[src/rtl/fp16_pkg.sv]
// Shared types and FP16 constants for the dot-product sequencer.
package fp16_pkg;

  typedef enum logic [2:0] {
    IDLE,
    FETCH,
    MUL,
    ADD,
    ACC,
    DONE
  } state_t;

  localparam logic [15:0] FP16_ZERO     = 16'h0000;
  localparam logic [15:0] FP16_ONE      = 16'h3C00;
  localparam int          FP16_SIGN_BIT = 15;
  localparam logic        OP_MUL        = 1'b1;
  localparam logic        OP_ADD        = 1'b0;

endpackage

[src/rtl/fp16_dot_sequencer_if.sv]
// Operand stream, FPU drive and result handshake of the dot-product sequencer.
// slave: the sequencer side; master: the surrounding system (source, FPU, sink).
interface fp16_dot_sequencer_if #(
  parameter int DATA_WIDTH = 16,
  parameter int LEN_WIDTH  = 8
);
  logic                  start;
  logic [LEN_WIDTH-1:0]  len;
  logic                  in_valid;
  logic                  in_ready;
  logic [DATA_WIDTH-1:0] in_a;
  logic [DATA_WIDTH-1:0] in_b;
  logic                  fpu_en;
  logic                  fpu_dec;
  logic [DATA_WIDTH-1:0] fpu_a;
  logic [DATA_WIDTH-1:0] fpu_b;
  logic [DATA_WIDTH-1:0] fpu_result;
  logic                  out_valid;
  logic                  out_ready;
  logic [DATA_WIDTH-1:0] out_data;
  logic                  busy;

  modport slave (
    input  start, len, in_valid, in_a, in_b, fpu_result, out_ready,
    output in_ready, fpu_en, fpu_dec, fpu_a, fpu_b, out_valid, out_data, busy
  );

  modport master (
    output start, len, in_valid, in_a, in_b, fpu_result, out_ready,
    input  in_ready, fpu_en, fpu_dec, fpu_a, fpu_b, out_valid, out_data, busy
  );
endinterface

[src/rtl/fp16_relu.sv]
// Combinational ReLU on an FP16 word: any negative value (including -0) becomes +0.
module fp16_relu
  import fp16_pkg::*;
#(
  parameter int DATA_WIDTH = 16
) (
  input  logic [DATA_WIDTH-1:0] din,
  output logic [DATA_WIDTH-1:0] dout
);

  assign dout = din[FP16_SIGN_BIT] ? FP16_ZERO : din;

endmodule

[src/rtl/fp16_dot_sequencer.sv]
// FP16 dot-product sequencer: feeds an external 1-cycle FPU a multiply then an
// accumulate-add per operand pair and returns one dot product per job.
// Optional feature: define DOT_RELU_EN to clamp negative results to +0 at the output.
module fp16_dot_sequencer
  import fp16_pkg::*;
#(
  parameter int DATA_WIDTH = 16,
  parameter int LEN_WIDTH  = 8
) (
  input  logic                   clk,
  input  logic                   reset,
  fp16_dot_sequencer_if.slave    bus
);

  state_t                state;
  logic [DATA_WIDTH-1:0] acc;
  logic [LEN_WIDTH-1:0]  count;
  logic [LEN_WIDTH-1:0]  len_q;
  logic [DATA_WIDTH-1:0] a_q;
  logic [DATA_WIDTH-1:0] b_q;
  logic                  in_ready_q;
  logic                  fpu_en_q;
  logic                  fpu_dec_q;
  logic                  out_valid_q;
  logic                  busy_q;
  logic [DATA_WIDTH-1:0] acc_out;
  logic                  first_pair;

  // The first product seeds acc directly; the FPU mishandles a zero addend.
  assign first_pair = (count == '0);

  // Sequencer FSM; control outputs are registered alongside the state they belong to.
  always_ff @(posedge clk or posedge reset) begin
    if (reset) begin
      state       <= IDLE;
      acc         <= '0;
      count       <= '0;
      len_q       <= '0;
      a_q         <= '0;
      b_q         <= '0;
      in_ready_q  <= 1'b0;
      fpu_en_q    <= 1'b0;
      fpu_dec_q   <= 1'b0;
      out_valid_q <= 1'b0;
      busy_q      <= 1'b0;
    end else begin
      case (state)
        IDLE: begin
          if (bus.start) begin
            acc    <= FP16_ZERO;
            count  <= '0;
            len_q  <= bus.len;
            busy_q <= 1'b1;
            if (bus.len != '0) begin
              state      <= FETCH;
              in_ready_q <= 1'b1;
            end else begin
              state       <= DONE;
              out_valid_q <= 1'b1;
            end
          end
        end
        FETCH: begin
          if (bus.in_valid) begin
            a_q        <= bus.in_a;
            b_q        <= bus.in_b;
            in_ready_q <= 1'b0;
            fpu_en_q   <= 1'b1;
            fpu_dec_q  <= OP_MUL;
            state      <= MUL;
          end
        end
        MUL: begin
          fpu_en_q  <= !first_pair;
          fpu_dec_q <= OP_ADD;
          state     <= ADD;
        end
        ADD: begin
          if (first_pair) acc <= bus.fpu_result;
          fpu_en_q <= 1'b0;
          state    <= ACC;
        end
        ACC: begin
          if (!first_pair) acc <= bus.fpu_result;
          count <= count + LEN_WIDTH'(1);
          if (count + LEN_WIDTH'(1) == len_q) begin
            state       <= DONE;
            out_valid_q <= 1'b1;
          end else begin
            state      <= FETCH;
            in_ready_q <= 1'b1;
          end
        end
        DONE: begin
          if (bus.out_ready) begin
            out_valid_q <= 1'b0;
            busy_q      <= 1'b0;
            state       <= IDLE;
          end
        end
        default: state <= IDLE;
      endcase
    end
  end

  // Operand muxes: the product must pass straight through to the add in the
  // same cycle it appears, so these follow the state rather than a register.
  assign bus.fpu_a = (state == MUL)                ? a_q :
                     (state == ADD && !first_pair) ? acc : '0;
  assign bus.fpu_b = (state == MUL)                ? b_q :
                     (state == ADD && !first_pair) ? bus.fpu_result : '0;

`ifdef DOT_RELU_EN
  fp16_relu #(.DATA_WIDTH(DATA_WIDTH)) u_relu (
    .din  (acc),
    .dout (acc_out)
  );
`else
  assign acc_out = acc;
`endif

  assign bus.in_ready  = in_ready_q;
  assign bus.fpu_en    = fpu_en_q;
  assign bus.fpu_dec   = fpu_dec_q;
  assign bus.out_valid = out_valid_q;
  assign bus.out_data  = out_valid_q ? acc_out : '0;
  assign bus.busy      = busy_q;

endmodule

[src/flat_wrapper.sv]
// flat-port wrapper written by rule: the top's interface ports become plain ports
module fp16_dot_sequencer_flat import fp16_pkg::*;
#(
  parameter int DATA_WIDTH = 16,
  parameter int LEN_WIDTH  = 8
)
  (clk, reset, bus_start, bus_len, bus_in_valid, bus_in_a, bus_in_b, bus_fpu_result, bus_out_ready, bus_in_ready, bus_fpu_en, bus_fpu_dec, bus_fpu_a, bus_fpu_b, bus_out_valid, bus_out_data, bus_busy);
  fp16_dot_sequencer_if #(.DATA_WIDTH(DATA_WIDTH), .LEN_WIDTH(LEN_WIDTH)) bus_i ();
  input  logic clk;
  input  logic reset;
  input wire logic [$bits(bus_i.start)-1:0] bus_start;
  input wire logic [$bits(bus_i.len)-1:0] bus_len;
  input wire logic [$bits(bus_i.in_valid)-1:0] bus_in_valid;
  input wire logic [$bits(bus_i.in_a)-1:0] bus_in_a;
  input wire logic [$bits(bus_i.in_b)-1:0] bus_in_b;
  input wire logic [$bits(bus_i.fpu_result)-1:0] bus_fpu_result;
  input wire logic [$bits(bus_i.out_ready)-1:0] bus_out_ready;
  output wire logic [$bits(bus_i.in_ready)-1:0] bus_in_ready;
  output wire logic [$bits(bus_i.fpu_en)-1:0] bus_fpu_en;
  output wire logic [$bits(bus_i.fpu_dec)-1:0] bus_fpu_dec;
  output wire logic [$bits(bus_i.fpu_a)-1:0] bus_fpu_a;
  output wire logic [$bits(bus_i.fpu_b)-1:0] bus_fpu_b;
  output wire logic [$bits(bus_i.out_valid)-1:0] bus_out_valid;
  output wire logic [$bits(bus_i.out_data)-1:0] bus_out_data;
  output wire logic [$bits(bus_i.busy)-1:0] bus_busy;
  assign bus_i.start = bus_start;
  assign bus_i.len = bus_len;
  assign bus_i.in_valid = bus_in_valid;
  assign bus_i.in_a = bus_in_a;
  assign bus_i.in_b = bus_in_b;
  assign bus_i.fpu_result = bus_fpu_result;
  assign bus_i.out_ready = bus_out_ready;
  assign bus_in_ready = bus_i.in_ready;
  assign bus_fpu_en = bus_i.fpu_en;
  assign bus_fpu_dec = bus_i.fpu_dec;
  assign bus_fpu_a = bus_i.fpu_a;
  assign bus_fpu_b = bus_i.fpu_b;
  assign bus_out_valid = bus_i.out_valid;
  assign bus_out_data = bus_i.out_data;
  assign bus_busy = bus_i.busy;
  fp16_dot_sequencer #(.DATA_WIDTH(DATA_WIDTH), .LEN_WIDTH(LEN_WIDTH)) u_core (.clk(clk), .reset(reset), .bus(bus_i));
endmodule
[config.mk]
export PLATFORM = sky130hd
export DESIGN_NAME = fp16_dot_sequencer_flat
export DESIGN_NICKNAME = d
export VERILOG_FILES = /design/src/rtl/fp16_pkg.sv /design/src/rtl/fp16_dot_sequencer_if.sv /design/src/rtl/fp16_relu.sv /design/src/rtl/fp16_dot_sequencer.sv /design/src/flat_wrapper.sv
export SDC_FILE = /design/constraint.sdc
export NUM_CORES = 1
export LEC_CHECK = 0
export ABC_AREA = 0
export CAP_MARGIN = 20
export CORE_ASPECT_RATIO = 0.7
export CORE_MARGIN = 2
export CORE_UTILIZATION = 48
export CTS_BUF_LIST = sky130_fd_sc_hd__clkbuf_8
export DETAILED_ROUTE_END_ITERATION = 10
export PLACE_DENSITY_LB_ADDON = 0.15
export SYNTH_ARGS = -nofsm -noshare
export SYNTH_HDL_FRONTEND = slang
export SYNTH_HIERARCHICAL = 1
export SYNTH_SLANG_ARGS = --single-unit
[constraint.sdc]
create_clock -name clk -period 2.97 [get_ports clk]
set_input_delay 0.891 -clock clk [delete_from_list [all_inputs] [get_ports clk]]
set_output_delay 0.891 -clock clk [all_outputs]
set_load 0.01 [all_outputs]
# --- Word-level counts from Yosys, hierarchy flattened ---
# Cells that the tools add are included.
word_totals:
  wordCells: 81
  register_bits: 72
  out_inout_bits: 53
  inputBits: 61
op_classes:
  n_addsub: 1
  reduce_logical: 22
  eq_ne: 15
  n_mux: 32
ops:
  columns: ["cell", "count"]
  rows:
  - ["$mux W16", 8]
  - ["$pmux W16 S3", 1]
  - ["$pmux W3 S6", 1]
  - ["$pmux W8 S2", 1]
  - ["$mux W3", 5]
  - ["$ne A2 B2 Y1 const B", 6]
  - ["$reduce_bool A3 Y1", 4]
  - ["$mux W1", 10]
  - ["$reduce_and A2 Y1", 5]
  - ["$reduce_and A5 Y1", 2]
  - ["$pmux W1 S3", 3]
  - ["$add A8 B1 Y8 const B", 1]
  - ["$eq A8 B8 Y1", 1]
  - ["$logic_not A8 Y1", 1]
  - ["$mux W8", 1]
  - ["$reduce_bool A8 Y1", 1]
  - ["$eq A3 B2 Y1 const B", 2]
  - ["$eq A3 B3 Y1 const B", 2]
  - ["$ne A2 B1 Y1 const B", 3]
  - ["$reduce_and A3 Y1", 2]
  - ["$reduce_bool A2 Y1", 3]
  - ["$pmux W1 S2", 2]
  - ["$reduce_and A4 Y1", 1]
  - ["$eq A3 B1 Y1 const B", 1]
  - ["3 further kinds", 3]

# --- Logic depth before layout (Yosys ltp) ---
depth:
  ltp_word: 5
  depth_mapped: 9
  mapped_depth_nobuf: 7

# --- Worst setup path before layout ---
# Ideal clock, no wire load.
synth_path:
  path_kind: "register to output"
  start: "reg u_core.count[0]"
  end: "out bus_fpu_a[0]"
  path_slack_ns: 0.231
  required_time_ns: 2.079
  stages_incl_launch_ff: 8
  t_arrival_ns: 1.848
  n_path_buf: 1
  cell_sequence: "dfrtp_1 inv_1 ha_1 or4b_4 nor4_4 nor2_1 clkbuf_1 a22o_1"
synth_via:
  elab_chain_len: 5
synth_rtl:
  columns: ["item", "line", "text"]
  rows:
  - ["from (decl)", "fp16_dot_sequencer.sv:17", "logic [LEN_WIDTH-1:0] count;"]
  - ["from (signal assigned)", "fp16_dot_sequencer.sv:85", "count <= count + LEN_WIDTH'(1);"]
  - ["$logic_not A8 Y1", "fp16_dot_sequencer.sv:30", "assign first_pair = (count == '0);"]
  - ["$logic_not A1 Y1", "fp16_dot_sequencer.sv:109", "(state == ADD && !first_pair) ? acc : '0;"]
  - ["$logic_and A1 B1 Y1", "fp16_dot_sequencer.sv:109", null]
  - ["$mux W16", "fp16_dot_sequencer.sv:109", null]
  - ["$mux W16", "fp16_dot_sequencer.sv:108", "assign bus.fpu_a = (state == MUL) ? a_q :"]
  - ["to (decl)", "flat_wrapper.sv:21", "output wire logic [$bits(bus_i.fpu_a)-1:0] bus_fpu_a;"]
# Every way passes these cells.

# --- Final worst setup path ---
layout_path:
  start: "reg u_core.count[0]"
  end: "out bus_fpu_a[3]"
# Same word-level chain as after synthesis.

==> impl_metrics.yaml <==
yosys:
  yosys.cell_types.count: 38
  synth_top_area_frac: 0.4926
  synth_flop_cell: "dfrtp_1"
  synth.area.top_cells: "dfrtp_1 (49%), mux2_2 (12%), a22o_1 (7.9%)"
  ys_async_sr_fraction: 1.000
  synth-edff-count: 0
  netlist_instances: 333
  synth_common_cells: "dfrtp_1 (72), mux2_2 (40), a22o_1 (33)"
  yosys_warnings: 6
  yosysSeqAreaShare: 0.4926
  yosys.area.top_type: "dfrtp_1"
  synthesis.nets: 396
  yosysMostFrequentCell: "dfrtp_1"
  postSynthAreaPerCell_um2: 10.98
  syn_area_um2: 3657
  ys_seq_elements: 72
place:
  place_congestion: 0.9796
  place_area_um2: 5062
  dp_hpwl_um: 7366
  dp_cells: 550
  io_buffers: 113
clocking:
  cts_buffers: 9
  cts_tree: "done"
  htree_levels: 3
  cts_sinks: 72
  clockRootBuffer: "clkbuf_8"
  clkLatencyLatePin_ps: 350
  clk_pin_slew_ps: 80
  cts_buffer_depth: 2
floorplanning:
  dieArea_um2: 8345
  start_util: 0.4974
  fp.coreArea_um2: 7352
  placementRows: 26
  die_y_um: 77.03
  fp.dieW_um: 108.3
  ios: 114
cells_and_area:
  post-route-util: 0.6986
  fin_cells: 568
  antenna_cells: 0
  drive_gt1_frac: 0.2723
  syn_to_final_growth_pct: 40.44
  seq_area_um2: 1802
  fillCellCount: 597
  fin_nets: 528
  multi_input_area_um2: 1683
  design_area_um2: 5136
global_route:
  overflow: 0
  grt_pass1_vias: 3042
  grt_pass1_wl_um: 16290
  grt_use_total: 0.2550
  grt_max_degree: 33
  antenna_found_initial: 0
drt:
  first_pass_iters: 5
  viasPerCell: 5.317
  ant_nets: 0
  wirelength_um: 10040
  vias: 3020
  drt_iter0_markers: 147
  drc_errors: 0
  wl_per_cell_um: 17.68
outcome:
  outcome: "finished, violations left"
  violations: "setup timing"
power:
  cellPowerDensity_nw_per_um2: 884.2
  vdd_drop_max_v: 0.0005361
  leakage_uw: 0.002252
setup_path:
  cp.required_ps: 2080
  cp_max_fo: 32
  critical_path_class: "flip-flop to output pin"
  endpoint_kind: "output pin"
  startpoint_type: "flip-flop"
  cp.arrival_ps: 2220
sta:
  max_clock_freq_ghz: 0.3216
  rsz0062_at_grt: "true"
  slew_headroom: 0.5911
  setup_viol: 32
  worst_pin_slew_ps: 612.4
  drv_slew: 0
  finalHoldViolations: 0
  fin_crit_sh: 1.047
  fin_skew_ps: 10.06
  fin_crit_ps: 3110
  setup_ws_ps: -139.8
worst_hold_path:
  worstHoldPathType: "flip-flop to flip-flop"
flow_run:
  maxCapViolCount: 0
## critical path: stages (launching register included)
cell,delay (ps)
dfrtp_1,390
inv_2,60
ha_1,130
or4b_4,470
nor4_4,200
nor2_2,90
buf_12,170
a22o_1,200
buf_2,140
## flip-flops by register name, indices dropped and copies added (netlist names), 3 cells and up
register      count
u_core/a_q       16
u_core/acc       16
u_core/b_q       16
u_core/count      8
u_core/len_q      8
u_core/state      3
## timing repair
item,CTS,global route
setup buffers,1,1
hold buffers,0,0
resized for setup,130,2
pin swaps,1,1
setup endpoints to repair,32,32
## kinds of logic (layout without fill, tap and decap cells)
logic type	after synthesis	after routing	synth area share
buffers and inverters	41	178	0.05063
flip-flops	72	72	0.4926
AND/OR/NAND/NOR	83	83	0.1177
adder cells (fa/ha/maj)	2	2	0.006841
multiplexers	56	56	0.1670
AO/OA/AOI/OAI	64	64	0.1293
XOR/XNOR	15	15	0.03592
## final timing paths
check | from | end | slack [ps] | cells past startpoint
setup / recovery | u_core/count[0]$_DFFE_PP0P_ | bus_fpu_a[3] | -140 | 8
hold / removal | u_core/bus.fpu_dec$_DFFE_PP0P_ | u_core/bus.fpu_dec$_DFFE_PP0P_ | 500 | 1
setup reg to reg | u_core/count[0]$_DFFE_PP0P_ | u_core/acc[2]$_DFFE_PP0P_ | 560 | 11
hold reg to reg | u_core/bus.fpu_dec$_DFFE_PP0P_ | u_core/bus.fpu_dec$_DFFE_PP0P_ | 500 | 1
max in group asynchronous | reset | u_core/b_q[10]$_DFFE_PP0P_ | 1450 | 3
min in group asynchronous | reset | u_core/count[3]$_DFFE_PP0P_ | 940 | 2
## report_power, final
group          internal, uW  switching, uW
registers              1390            297
logic                  1090            960
clock network           431            366
total                  2920           1620
## per-stage QoR
stage	total power (uW)	hold slack [ps]	worst slack (ps)	setup TNS [ps]
global placement	3753	467.3	-57.55	-1158
global route	4827	531.4	-230.0	-6569
CTS	4543	505.2	-313.1	-6284
floorplan	2962	481.1	230.8	0
detailed placement	3815	482.5	-128.9	-2887
finish	4541	497.9	-139.8	-3619
## cell usage in the layout (no fill, tap or decap), drive strengths merged, types with 7 or more instances in the layout
| cell | instances |
|---|---|
| nand2 | 31 |
| and2 | 16 |
| mux2 | 40 |
| clkdlybuf4s50 | 81 |
| xor2 | 7 |
| nor2 | 11 |
| inv | 21 |
| a22o | 33 |
| dfrtp | 72 |
| clkbuf | 11 |
| mux2i | 16 |
| xnor2 | 8 |
| o21ai | 17 |
| buf | 60 |
## layer usage
| layer | routed length [um] | global-route usage | part of all wire |
|---|---|---|---|
| met4 | 79 | 0.04872 | 0.0079 |
| met2 | 4323 | 0.3736 | 0.43 |
| met1 | 4874 | 0.3809 | 0.49 |
| met3 | 766 | 0.07143 | 0.076 |
| met5 | 0 | 0 | 0 |
## cell type report
class | instances | area share
tap | 98 | 0.02387
sequential | 72 | 0.3508
inverter | 21 | 0.01535
timing repair buffer | 141 | 0.2421
clock buffer | 11 | 0.02948
clock inverter | 5 | 0.01072
multi-input combinational | 220 | 0.3276
(Power assumes the default switching activity.)
